File: config.mk
export PLATFORM = sky130hd
export DESIGN_NAME = restoring_divider
export DESIGN_NICKNAME = d
export VERILOG_FILES = /design/src/rtl/restoring_divider.sv
export SDC_FILE = /design/constraint.sdc
export NUM_CORES = 1
export LEC_CHECK = 0
export CAP_MARGIN = 40
export CORE_MARGIN = 5
export CORE_UTILIZATION = 45
export DETAILED_ROUTE_END_ITERATION = 10
export PLACE_DENSITY = 0.79
export SLEW_MARGIN = 15
export SYNTH_ARGS = -nofsm -noshare
export SYNTH_HDL_FRONTEND = slang
export SYNTH_SLANG_ARGS = --single-unit
File: constraint.sdc
create_clock -name clk -period 4.2 [get_ports clk]
set_input_delay 0.84 -clock clk [delete_from_list [all_inputs] [get_ports clk]]
set_output_delay 0.84 -clock clk [all_outputs]
set_load 0.01 [all_outputs]
File: src/rtl/restoring_divider.sv
// rtl/restoring_divider.sv - sequential unsigned restoring divider, one quotient bit per clock
module restoring_divider #(
  parameter int WIDTH = 4
) (
  input  logic             clk,
  input  logic             rst,
  input  logic             start,
  input  logic [WIDTH-1:0] dividend,
  input  logic [WIDTH-1:0] divisor,
  output logic             busy,
  output logic             done,
  output logic [WIDTH-1:0] quotient,
  output logic [WIDTH-1:0] remainder,
  output logic             div_by_zero
);

  localparam int CW = $clog2(WIDTH + 1);

  typedef enum logic [1:0] {
    S_IDLE,
    S_RUN,
    S_DONE
  } state_t;

  state_t           state_q, state_d;
  logic [CW-1:0]    cnt_q, cnt_d;
  logic [WIDTH-1:0] q_q, q_d;
  logic [WIDTH:0]   r_q, r_d;
  logic [WIDTH-1:0] div_q, div_d;
  logic             dbz_q, dbz_d;

  // Shifted partial remainder and its trial subtraction a + ~b + 1; the top sum bit is the carry.
  logic [WIDTH:0]   shifted;
  logic [WIDTH+1:0] trial;
  logic             no_borrow;
  // Top remainder bit only holds headroom for the shift; it is always zero between steps.
  logic             unused_r_msb;

  assign shifted      = {r_q[WIDTH-1:0], q_q[WIDTH-1]};
  assign trial        = {1'b0, shifted} + {1'b0, ~{1'b0, div_q}} + {{(WIDTH+1){1'b0}}, 1'b1};
  assign no_borrow    = trial[WIDTH+1];
  assign unused_r_msb = r_q[WIDTH];

  // Next-state and datapath update for the IDLE / RUN / DONE sequence.
  always_comb begin
    state_d = state_q;
    cnt_d   = cnt_q;
    q_d     = q_q;
    r_d     = r_q;
    div_d   = div_q;
    dbz_d   = dbz_q;
    case (state_q)
      S_IDLE: begin
        if (start) begin
          div_d = divisor;
          cnt_d = '0;
          if (divisor != '0) begin
            q_d     = dividend;
            r_d     = '0;
            dbz_d   = 1'b0;
            state_d = S_RUN;
          end else begin
            q_d     = '1;
            r_d     = {1'b0, dividend};
            dbz_d   = 1'b1;
            state_d = S_DONE;
          end
        end
      end
      S_RUN: begin
        cnt_d = cnt_q + CW'(1);
        if (no_borrow) begin
          r_d = trial[WIDTH:0];
          q_d = {q_q[WIDTH-2:0], 1'b1};
        end else begin
          r_d = shifted;
          q_d = {q_q[WIDTH-2:0], 1'b0};
        end
        if (cnt_q == CW'(WIDTH - 1)) begin
          state_d = S_DONE;
        end
      end
      S_DONE: begin
        state_d = S_IDLE;
      end
      default: begin
        state_d = S_IDLE;
      end
    endcase
  end

  // State and datapath registers; reset clears everything and aborts any operation.
  always_ff @(posedge clk) begin
    if (rst) begin
      state_q <= S_IDLE;
      cnt_q   <= '0;
      q_q     <= '0;
      r_q     <= '0;
      div_q   <= '0;
      dbz_q   <= 1'b0;
    end else begin
      state_q <= state_d;
      cnt_q   <= cnt_d;
      q_q     <= q_d;
      r_q     <= r_d;
      div_q   <= div_d;
      dbz_q   <= dbz_d;
    end
  end

  assign busy        = (state_q == S_RUN);
  assign done        = (state_q == S_DONE);
  assign quotient    = q_q;
  assign remainder   = r_q[WIDTH-1:0];
  assign div_by_zero = dbz_q;

endmodule
### Yosys cells after proc, flatten, opt, wreduce, memory -nomap -nowiden

Cells that the tools add are included.

* bits in read-only memories: 0
* bits in registers: 18
* bits of input ports: 11
* bits in latches: 0
* word-level logic and storage cells: 36
* memory bits (writable): 0
* memories kept: 0

* muxes and demuxes: 15
* equality and inequality tests: 5
* $mul: 0
* add/subtract/negate cells: 3
* divide/modulo/power cells: 0
* magnitude comparators: 0
* shifts and indexed selects: 0
* reduce and logical (&&, ||, !) cells: 6
* bitwise gates (word level): 1

Operators by type and width (count)
* 4-bit two-way mux: 5
* 4-bit case mux with 2 select lines: 2
* 5-bit by 5-bit adder with 6-bit output: 1
* 6-bit by 1-bit adder with 6-bit output (second input constant): 1
* 2-bit two-way mux: 3
* 3-bit case mux with 2 select lines: 1
* 2-bit AND reduction: 3
* 4-bit NOT with 5-bit output: 1
* 2-bit case mux with 2 select lines: 1
* 4-bit nonzero test: 1
* 3-bit by 1-bit adder with 3-bit output (second input constant): 1
* 3-bit by 2-bit equality test with 1-bit output (second input constant): 1
* 3-bit two-way mux: 1
* 2-bit by 1-bit equality test with 1-bit output (second input constant): 1
* 2-bit equality test (second input constant): 1
* 2-bit logical NOT: 1
* 1-bit two-way mux: 2
* 2-bit by 1-bit != test with 1-bit output (second input constant): 1
* 2-bit != test (second input constant): 1
* 2-bit nonzero test: 1

### Depth between registers and ports, before layout

* depth in word-level cells: 5
* gate-level depth with buffers: 8
* depth with buffers taken out: 8

### Worst setup path before layout

OpenSTA, ideal clock, no wires.

* path kind: input port to flip-flop
* start point: input port divisor[3]
* end point: register r_q[0]
* data arrival time: 1.634 ns
* stages: 4
* required time: 4.109 ns
* setup slack: 2.475 ns
* path through: nor4_1 -> buf_2 -> nand3_1 -> a311oi_1

* word-level cells in the longest chain between the ends: 4

RTL lines
* from (decl): RTL line 9 `input logic [WIDTH-1:0] divisor,`
* 4-bit nonzero test: RTL line 57 `if (divisor != '0) begin`
* 4-bit two-way mux: RTL line 57
* 4-bit two-way mux: RTL line 54 `if (start) begin`
* 4-bit case mux with 2 select lines: RTL line 52 `case (state_q)`
* to (signal assigned): RTL line 105 `r_q <= r_d;`
* to (decl): RTL line 28 `logic [WIDTH:0] r_q, r_d;`

No other way between the ends. The select of a mux whose other input is x is not followed.
A chain may end at the register's enable or synchronous reset.

### Worst setup path after layout

* start point: register state_q[1]
* end point: output port busy

* word-level cells in the longest chain between the ends: 1

RTL lines
* from (decl): RTL line 25 `state_t state_q, state_d;`
* from (signal assigned): RTL line 102 `state_q <= state_d;`
* 2-bit by 1-bit equality test with 1-bit output: RTL line 111 `assign busy = (state_q == S_RUN);`
* to (decl): RTL line 10 `output logic busy,`

No other way between the ends.

==> results by group <==
Run status
  – Status: finished clean

Route
  – Routed vias: between 900 and 1,000
  – Routed WL per cell: roughly 13 um
  – Routed vias/inst: approximately 5.4
  – Routed Antenna Nets: 0
  – Drt drc: 0
  – DR pass1 iterations: 4
  – Iter 0 DRT Violations: 15
  – Detailed Route WL: 2260 um

Synthesis
  – Synth Instances: approximately 120
  – Area fraction in compound gates after synthesis: approximately a fifth
  – Post-Synth Simple-Gate Area: approximately 25%
  – Post-Synth Adder-Cell Area: about a tenth
  – Yosys top cell area share: 35.8%
  – EDFF count, synth: 0
  – Commonest cells in the synthesized netlist: 18 x dfxtp_1, 16 x nand2_1, 13 x a21oi_1, 13 x nor2_1
  – Most common cell in the synthesized netlist: dfxtp_1
  – Sequential fraction of the synthesis area: 35.8%
  – Largest cells by area after synthesis: dfxtp_1 36%, ha_1 7.5%, a21oi_1 6.5%
  – Async SR Flop Fraction: 0%
  – Area of the mapped netlist: slightly above 1000 um2
  – FF+latch count, synth: 18
  – Top FF cell, synth: dfxtp_1
  – Synth Area in XOR/XNOR: less than 1%
  – Synth Area per Inst: roughly 8.1 um2
  – Syn Nets: ~140
  – Multiplexer share of the synthesized area: 0%
  – Cell type with the largest total area after synthesis: dfxtp_1
  – Yosys warnings: 0
  – Main combinational cell family by area after synthesis: simple AND/OR/NAND/NOR gates
  – Post-synthesis cell type count: 35

Power
  – Sw frac: a little over 30%
  – Sequential share of power: around 46%
  – P_leak: ~0.46 nW
  – Sw Pwr: ~0.00013 W
  – Clock share of power: between 20 and 25%
  – Combinational Power Share: 30.0%
  – Peak supply drop: roughly 260 uV
  – Power density cells: 344 nW/um2
  – Cell-internal power: 0.000298 W

Setup path
  – Crit path arrival time: between 1500 and 2000 ps
  – Element type at the critical path start: flip-flop
  – Slowest CP cell: clkdlybuf4s50_1
  – CP max stage delay: roughly 560 ps
  – Family with the most delay on the worst path: buffers and inverters
  – Critical Path Stages: 3
  – Crit path max fanout: 16
  – Critical Path, Cell by Cell: nand2b_1 > inv_4 > clkdlybuf4s50_1
  – Worst r2r src: r_q[0]
  – Crit. Startpoint: state_q[1]
  – WP buf/inv: 2
  – Critical path type: reg -> out
  – R2R cell count: 6
  – CP endpoint kind: output port
  – Worst EP required: 3360 ps

Final layout
  – Nets: ~160
  – Finished Core Util: between 50% and 60%
  – Area Growth Syn to Fin: 23.5%
  – # diodes: 0
  – FILL cells: ~210
  – Layout cells sized above 1: roughly 7%

Global routing
  – Initial antenna violation count: 0
  – GRT overflow: 0
  – Vias in the first global route: approximately 880
  – GRT Util Overall: ~14%
  – Largest net degree at the start of global routing: 19
  – First-pass GRT wire length: 3730 um

Timing
  – Worst setup margin: 1490 ps
  – Period utilization: between 60% and 70%
  – Total negative slack: 0 ps
  – Fmax: between 300 and 400 MHz
  – Rel. slew slack: 57.2%
  – Final-report hold violation count: 0
  – Final Skew: 9.21 ps
  – Setup violators final: 0
  – Final Max Tran Viols: 0
  – Pin slew with the least headroom to its limit: ~640 ps
  – Unrepaired setup endpoints after global routing: no
  – Crit path time final: between 2000 and 3000 ps

Floorplan
  – Die Width: approximately 57 um
  – Row count: 17
  – DIE HEIGHT: between 50 and 60 um
  – Core Area: 2170 um2
  – Full die area: between 3000 and 4000 um2
  – I/O pin count: 22
  – Initial core utilization: a little under half

CTS
  – CTS Buffer Depth: 2
  – CTS root buffer: clkbuf_4
  – H-tree level count: 1
  – # hold bufs at CTS: 0
  – Clock slew at reported path FFs: ~100 ps
  – Clock Latency Late Sink: 290 ps
  – Setup Buffers After CTS: 0
  – Clk sinks: 18
  – Number of gates resized after cts: 0
  – CTS tree: built
  – TritonCTS buffer count: 3

Worst hold path
  – Min-Delay Path Depth: 2
  – HP Class: reg -> reg
  – HP Start: div_q[1]

Job
  – Max cap viols: 0

Placed design
  – Pre-CTS setup slack: 1810 ps
  – Post-DP HPWL: around 1700 um
  – Port Buffers: 21
  – Placer Congestion: between 0.8 and 0.9
-- registers in the layout (all words and copies together), names as in the netlist --
| name | count |
|---|---|
| state_q | 2 |
| div_by_zero | 1 |
| r_q | 4 |
| div_q | 4 |
| quotient | 4 |
| cnt_q | 3 |
-- placed cells by master (no fill, tap or decap) --
cell and instances:
inv_4 1, a21oi_1 13, a311oi_1 4, o21ai_0 3
xnor2_1 1, nor2b_1 1, o211ai_2 1, nand2_2 2
buf_4 1, a31oi_1 4, clkdlybuf4s50_1 21, and3_1 1
o22a_1 1, or4b_1 1, and2b_1 1, o31ai_4 1
inv_1 6, nor2_1 13, ha_1 6, nor3_1 1
nor4_1 1, clkbuf_8 1, fa_1 1, clkbuf_4 3
and2_1 2, nand2b_1 2, nand2_1 16, o21a_1 1
nand3_1 6, nand4_1 1, o211ai_1 2, or3_1 4
a211oi_1 1, dfxtp_1 18
-- power groups by stage --
stage | clock [W] | sequential, W | combinational (W)
finish | 0.000104 | 0.000196 | 0.000128
global route | 0.000116 | 0.000198 | 0.000141
CTS | 0.000108 | 0.000196 | 0.000129
detailed placement | 0 | 0.000200 | 0.000128
global placement | 0 | 0.000199 | 0.000124
floorplan | 0 | 0.000202 | 0.0000849
-- per-layer routing --
layer  global-route usage, %  up-vias  part of all wire [%]
li1                        -      468                     -
met4                    4.64        0                   1.4
met2                    24.6       23                    48
met1                    17.0      421                    46
met5                       0        -                     0
met3                    3.17        4                   4.8
-- tightest hold or removal path: stages (launching register included) --
cell	delay, ps
dfxtp_1	330
nand2_1	50
a21oi_1	50
-- kinds of logic (layout without fill, tap and decap cells) --
group / Yosys count / count (layout)
AOI/OAI and AO/OA: 31 / 31
buffers and inverters: 15 / 33
DFF: 18 / 18
xor gates and xnor gates: 1 / 1
adders and majority gates: 7 / 7
and+or+nand+nor: 52 / 52
-- metrics by stage --
step | cell area (um2) | hold WS (ps) | total power [W] | std cells
floorplan | 1010 | 431 | 0.000286 | 124
global placement | 1210 | 439 | 0.000323 | 166
detailed placement | 1210 | 453 | 0.000328 | 166
CTS | 1240 | 468 | 0.000433 | 170
global route | 1240 | 490 | 0.000455 | 170
finish | 1240 | 469 | 0.000428 | 170
-- path summary, 6_finish.rpt --
path	to	slack, ps
setup / recovery	busy	1490
setup reg to reg	r_q[2]	2350
hold / removal	div_q[1]	470
hold reg to reg	div_q[1]	470
-- final cells by class --
| cell class | count | area (um2) | area share [%] |
|---|---|---|---|
| Multi-Input combinational cell | 91 | 566 | 45.5 |
| Clock buffer | 4 | 36.3 | 2.92 |
| Tap cell | 28 | 35.0 | 2.82 |
| Sequential cell | 18 | 360 | 29.0 |
| Timing Repair Buffer | 22 | 218 | 17.5 |
| Inverter | 7 | 28.8 | 2.31 |
Note: power is estimated with default switching activity, not from simulation.
